<file path="config.mk">
export PLATFORM = sky130hd
export DESIGN_NAME = vector_floating_point_compare_mask_unit
export DESIGN_NICKNAME = d
export VERILOG_FILES = /design/src/rtl/vector_floating_point_compare_mask_unit.sv
export SDC_FILE = /design/constraint.sdc
export NUM_CORES = 1
export LEC_CHECK = 0
export ABC_AREA = 1
export CAP_MARGIN = 20
export CELL_PAD_IN_SITES_DETAIL_PLACEMENT = 0
export CELL_PAD_IN_SITES_GLOBAL_PLACEMENT = 1
export CORE_ASPECT_RATIO = 1.75
export CORE_MARGIN = 5
export CORE_UTILIZATION = 36
export DETAILED_ROUTE_END_ITERATION = 8
export PLACE_DENSITY_LB_ADDON = 0.1
export SETUP_SLACK_MARGIN = 0.1
export SYNTH_ARGS = -nofsm -noshare
export SYNTH_HDL_FRONTEND = slang
export SYNTH_SLANG_ARGS = --single-unit
</file>
<file path="constraint.sdc">
create_clock -name clock -period 3.6 [get_ports clock]
set_input_delay 0.72 -clock clock [delete_from_list [all_inputs] [get_ports clock]]
set_output_delay 0.72 -clock clock [all_outputs]
set_load 0.01 [all_outputs]
</file>
<file path="src/rtl/vector_floating_point_compare_mask_unit.sv">
// Vector floating-point compare unit producing a packed per-element mask.
// Handshakes: a beat moves on a rising edge where beat_valid && beat_ready;
// the mask is handed over on an edge where mask_valid && mask_ready.
// The producer may raise beat_valid at any time; beat_ready is high only in RUN.
// Once raised, mask_valid stays high, with mask and invalid_flag held, until mask_ready.
module vector_floating_point_compare_mask_unit #(
  parameter int MAX_ELEMENTS = 64
) (
  input  logic                    clock,
  input  logic                    reset_n,
  input  logic                    start,
  input  logic                    bit_mode,
  input  logic [1:0]              compare_op,
  input  logic [6:0]              vl,
  input  logic                    beat_valid,
  output logic                    beat_ready,
  input  logic [63:0]             vs2,
  input  logic [63:0]             vs1,
  output logic [MAX_ELEMENTS-1:0] mask,
  output logic                    mask_valid,
  input  logic                    mask_ready,
  output logic                    invalid_flag,
  output logic                    busy,
  output logic [1:0]              dbg_state
);

  typedef enum logic [1:0] {
    S_IDLE  = 2'd0,
    S_RUN   = 2'd1,
    S_DRAIN = 2'd2,
    S_DONE  = 2'd3
  } state_t;

  state_t                  state_q;
  logic                    mode_q;
  logic [1:0]              op_q;
  logic [6:0]              vl_q;
  logic [7:0]              idx_q;
  logic [MAX_ELEMENTS-1:0] mask_q;
  logic [MAX_ELEMENTS-1:0] mask_d;
  logic                    inv_q;
  logic                    p_valid_q;
  logic [7:0]              p_idx_q;
  logic [1:0]              p_res_q;
  logic                    p_nv_q;

  // Returns {nv, result} for one element; 32-bit operands sit in a[31:0].
  function automatic logic [1:0] fp_cmp(input logic [63:0] a, input logic [63:0] b,
                                        input logic is32, input logic [1:0] op);
    logic        sa, sb, na, nb, qa, qb, both_zero, eq, lt, res, nv;
    logic [62:0] ma, mb;
    if (is32) begin
      sa = a[31];
      sb = b[31];
      ma = {32'd0, a[30:0]};
      mb = {32'd0, b[30:0]};
      na = (a[30:23] == 8'hFF) && (a[22:0] != 23'd0);
      nb = (b[30:23] == 8'hFF) && (b[22:0] != 23'd0);
      qa = a[22];
      qb = b[22];
    end else begin
      sa = a[63];
      sb = b[63];
      ma = a[62:0];
      mb = b[62:0];
      na = (a[62:52] == 11'h7FF) && (a[51:0] != 52'd0);
      nb = (b[62:52] == 11'h7FF) && (b[51:0] != 52'd0);
      qa = a[51];
      qb = b[51];
    end
    both_zero = (ma == 63'd0) && (mb == 63'd0);
    eq = both_zero || ((sa == sb) && (ma == mb));
    if (sa != sb) lt = sa && !both_zero;
    else if (!sa) lt = (ma < mb);
    else          lt = (ma > mb);
    if (na || nb) begin
      res = (op == 2'b01);
      nv  = op[1] | (na & ~qa) | (nb & ~qb);
    end else begin
      nv = 1'b0;
      case (op)
        2'b00:   res = eq;
        2'b01:   res = ~eq;
        2'b10:   res = lt;
        default: res = lt | eq;
      endcase
    end
    return {nv, res};
  endfunction

  logic       accept;
  logic       en0, en1;
  logic [1:0] c0, c1;
  logic [7:0] idx_next;
  logic [6:0] vl_clamp;

  assign accept   = beat_valid && (state_q == S_RUN);
  assign en0      = idx_q < {1'b0, vl_q};
  assign en1      = mode_q && ((idx_q + 8'd1) < {1'b0, vl_q});
  assign c0       = fp_cmp(mode_q ? {32'd0, vs2[31:0]} : vs2,
                           mode_q ? {32'd0, vs1[31:0]} : vs1, mode_q, op_q);
  assign c1       = fp_cmp({32'd0, vs2[63:32]}, {32'd0, vs1[63:32]}, 1'b1, op_q);
  assign idx_next = idx_q + (mode_q ? 8'd2 : 8'd1);
  assign vl_clamp = (int'(vl) > MAX_ELEMENTS) ? 7'(MAX_ELEMENTS) : vl;

  // Merge the registered compare results of the previous beat into the mask.
  always_comb begin
    mask_d = mask_q;
    for (int i = 0; i < MAX_ELEMENTS; i++) begin
      if (p_valid_q && p_res_q[0] && (p_idx_q == 8'(i))) mask_d[i] = 1'b1;
      if (p_valid_q && p_res_q[1] && ((p_idx_q + 8'd1) == 8'(i))) mask_d[i] = 1'b1;
    end
  end

  // Control FSM, one-stage compare pipeline and mask/flag accumulation.
  always_ff @(posedge clock or negedge reset_n) begin
    if (!reset_n) begin
      state_q   <= S_IDLE;
      mode_q    <= 1'b0;
      op_q      <= 2'b00;
      vl_q      <= 7'd0;
      idx_q     <= 8'd0;
      mask_q    <= '0;
      inv_q     <= 1'b0;
      p_valid_q <= 1'b0;
      p_idx_q   <= 8'd0;
      p_res_q   <= 2'b00;
      p_nv_q    <= 1'b0;
    end else begin
      p_valid_q <= accept;
      p_idx_q   <= idx_q;
      p_res_q   <= {c1[0] & en1, c0[0] & en0};
      p_nv_q    <= (c0[1] & en0) | (c1[1] & en1);
      mask_q    <= mask_d;
      inv_q     <= inv_q | (p_valid_q & p_nv_q);
      case (state_q)
        S_IDLE: begin
          if (start) begin
            mode_q  <= bit_mode;
            op_q    <= compare_op;
            vl_q    <= vl_clamp;
            idx_q   <= 8'd0;
            mask_q  <= '0;
            inv_q   <= 1'b0;
            state_q <= (vl_clamp == 7'd0) ? S_DONE : S_RUN;
          end
        end
        S_RUN: begin
          if (accept) begin
            idx_q <= idx_next;
            if (idx_next >= {1'b0, vl_q}) state_q <= S_DRAIN;
          end
        end
        S_DRAIN: state_q <= S_DONE;
        default: if (mask_ready) state_q <= S_IDLE;
      endcase
    end
  end

  assign beat_ready   = (state_q == S_RUN);
  assign mask_valid   = (state_q == S_DONE);
  assign busy         = (state_q != S_IDLE);
  assign mask         = mask_q;
  assign invalid_flag = inv_q;
  assign dbg_state    = state_q;

endmodule

</file>
==> results.md <==
* Wire length of the first global-routing pass at 52,560 um
* WHS at 0.2958 ns
* Grt ovf at 0
* Dpl hpwl at 28,830 um
* DR pass1 iterations at 5
* Crit-path cells: clkdlybuf4s50_1 -> inv_1 -> nor2_1 -> ha_1 -> nand2_1 -> o21ai_0 -> a21oi_1 -> nand2_1 -> nor2_1 -> nand2_1 -> nand2_1 -> nand2_1 -> nand2_1 -> nand2_1 -> nand2_1 -> nand2_1
* Die Wd at 130.2 um
* DR WL/cell at 17.99 um
* Psw at 2.125 mW
* Synth Area per Inst at approximately 6.7 um^2
* TritonCTS clock tree: built
* Ports at 213
* Root buf cell: clkbuf_16
* CP bufs+invs at 2
* Hold crit path type: in2async
* EDFF count, synth at 0
* RSZ-0062 raised after global routing: false
* Clock slew at reported path FFs at 0.07 ns
* All-layer global routing usage at 23.76%
* Die area at between 20,000 and 30,000 um^2
* Gate Count Post-Synth at 1,357
* Vias at 9,720
* H-tree depth at 3
* Core ar. at 25,150 um^2
* Multi-input gate area at 5697 um^2
* Post-CTS Resized at 0
* Layout cells sized above 1 at 4.137%
* Combinational Power Share at 53.4%
* Final wirelength at 34,010 um
* Fmax at 344.6 MHz
* Setup bufs post-CTS at 0
* Drt initial violations at between 400 and 500
* Rows at 77
* Worst Path Max Fanout at 3
* #FFs+latches synth at 97
* Worst endpoint required time at 3.85 ns
* Initial antenna violation count at 3
* Yosys warning total at 0
* Clk buf depth at 2
* Period minus WS final at 2.902 ns
* Critical Path AT at 3.15 ns
* Syn_nets at approximately 1,600
* Initial Utilization at 36.22%
* Die height at 220.4 um
* Synth top area cells: dfrtp_1, ha_1, nand2_1
* Total CTS buffers at 9
* P&R area growth vs syn at 30.64%
* Status: finished, final reports clean
* Peak supply drop at 204.5 uV
* Final Hold Fails at 0
* CP delay by family, top: simple AND/OR/NAND/NOR gates
* Top FF cell, synth: dfrtp_1
* Final net count at 1,830
* Startpoint Class: input port
* Slew Limit Headroom at 38.48%
* Reg area at 2427 um^2
* Dominant cell type by area after synthesis: dfrtp_1
* Slowest CP cell: clkdlybuf4s50_1
* Gpl congestion at 0.9361
* Clock Power Share at about a fifth
* Int Power at about 2.6 mW
* Switching share of power at 44.91%
* CTS Hold Buffers Added at 0
* Setup crit end kind: flop
* Pleak at 6.019 nW
* Filler Cells Inserted at 2,615
* Vias in the first global route at about 10,000
* DRC Markers at 0
* Setup violations, final at 0
* Max Slew Vio Count at 0
* Final TNS setup at 0 ns
* CTS sink cnt at 97
* Post-synthesis sequential area ratio at 26.65%
* Skew final at ~0.0095 ns
* Part of the cycle the worst path needs at approximately 81%
* Mapped cell area at just over 9000 um^2
* Yosys top cell area share at 26.65%
* Ys async rst share at 100.0%
* Max Cap Viol at 0
* Count leader, synth: nand2_1
* Via/cell ratio at 5.143
* Synth unique cells at between 50 and 60
* Slew @ Worst Pin at 0.9112 ns
* Antenna-violating nets left at 0
* Delay of the slowest critical-path stage at 0.56 ns
* Worst Setup Path Type: in2reg
* Sequential share of power at about 28%
* PD cells at 397.8 nW/um^2
* I/O Buffers at 212
* Top cells by count, synth: nand2_1, inv_1, nor2_1
* Crit path top cell by count: nand2_1
* Clock Latency Late Sink at ~0.36 ns
* Largest net degree at the start of global routing at 66
## kinds of logic (layout without fill, tap and decap cells)
family	after synthesis	count (layout)	synth area share, %
other	0	3	0
AOI/OAI and AO/OA	233	233	14.84
and+or+nand+nor	641	641	29.98
adders and majority gates	121	121	16.71
DFF	97	97	26.65
buffers and inverters	255	469	10.87
xor gates and xnor gates	10	10	0.9617
## worst paths after layout
check,start,to,slack [ns],depth (start not counted)
max,vs2[57],p_res_q[0]$_DFF_PN0_,0.70,16
min,reset_n,mask[1]$_DFF_PN0_,0.30,1
max reg2reg,mode_q$_DFFE_PN0P_,dbg_state[1]$_DFFE_PN0P_,0.81,15
min reg2reg,idx_q[6]$_DFFE_PN0P_,p_idx_q[6]$_DFF_PN0_,0.46,0
max in group asynchronous,reset_n,dbg_state[1]$_DFFE_PN0P_,2.57,2
min in group clock,idx_q[6]$_DFFE_PN0P_,p_idx_q[6]$_DFF_PN0_,0.46,0
## final cells by class
type,instances,area share (%)
Multi-Input combinational cell,1005,47.88
Tap cell,316,3.323
Clock inverter,5,0.2734
Inverter,226,7.130
Sequential cell,97,20.40
Timing Repair Buffer,227,18.97
Clock buffer,11,1.956
Antenna cell,3,0.06310
## stage by stage
stage | area, um^2 | total power [mW] | setup WS, ns | std cells | utilization, %
floorplan | 9107 | 2.928 | 0.8258 | 1357 | -
global placement | 11620 | 3.866 | 0.3058 | 1871 | 46.23
detailed placement | 11620 | 3.879 | 0.3002 | 1871 | 46.23
CTS | 11890 | 4.797 | 0.6843 | 1887 | 47.29
global route | 11900 | 5.188 | 0.5369 | 1890 | 47.32
finish | 11900 | 4.733 | 0.6984 | 1890 | 47.32
## per-layer routing
layer  share of wire [%]  global-route usage [%]
met1                  33                   22.09
met2                  57                   48.44
met3                 3.6                   2.271
met4                 5.8                   13.14
met5                   0                       0
## power by group through the flow
stage               Clock [mW]  Combinational, mW  Sequential, mW
floorplan                    0               1.62            1.31
global placement             0               2.54            1.33
detailed placement           0               2.55            1.33
CTS                      0.925               2.56            1.31
global route             0.957               2.91            1.32
finish                   0.897               2.53            1.31
## sequential cells by signal, summed over array words and instances, names as in the netlist, 2 cells and up
name	count
p_idx_q	8
dbg_state	2
p_res_q	2
vl_q	7
op_q	2
mask	64
idx_q	8
## layout by cell type, fill, tap and decap left out, types with 5 or more instances in the layout
master,synthesis,final
nor2_1,197,197
nor3_1,15,15
or2_2,5,5
inv_1,222,222
xor2_1,9,9
ha_1,120,120
or2_1,5,5
clkdlybuf4s50_1,0,211
nand3_1,46,46
buf_4,0,14
nand4_1,43,43
a221oi_2,8,8
o21ai_0,56,56
o22ai_1,7,7
o21ai_1,6,6
dfrtp_1,97,97
clkbuf_16,0,9
a21oi_1,116,116
nand2_1,302,302
a31oi_1,21,21
(Power assumes the default switching activity.)
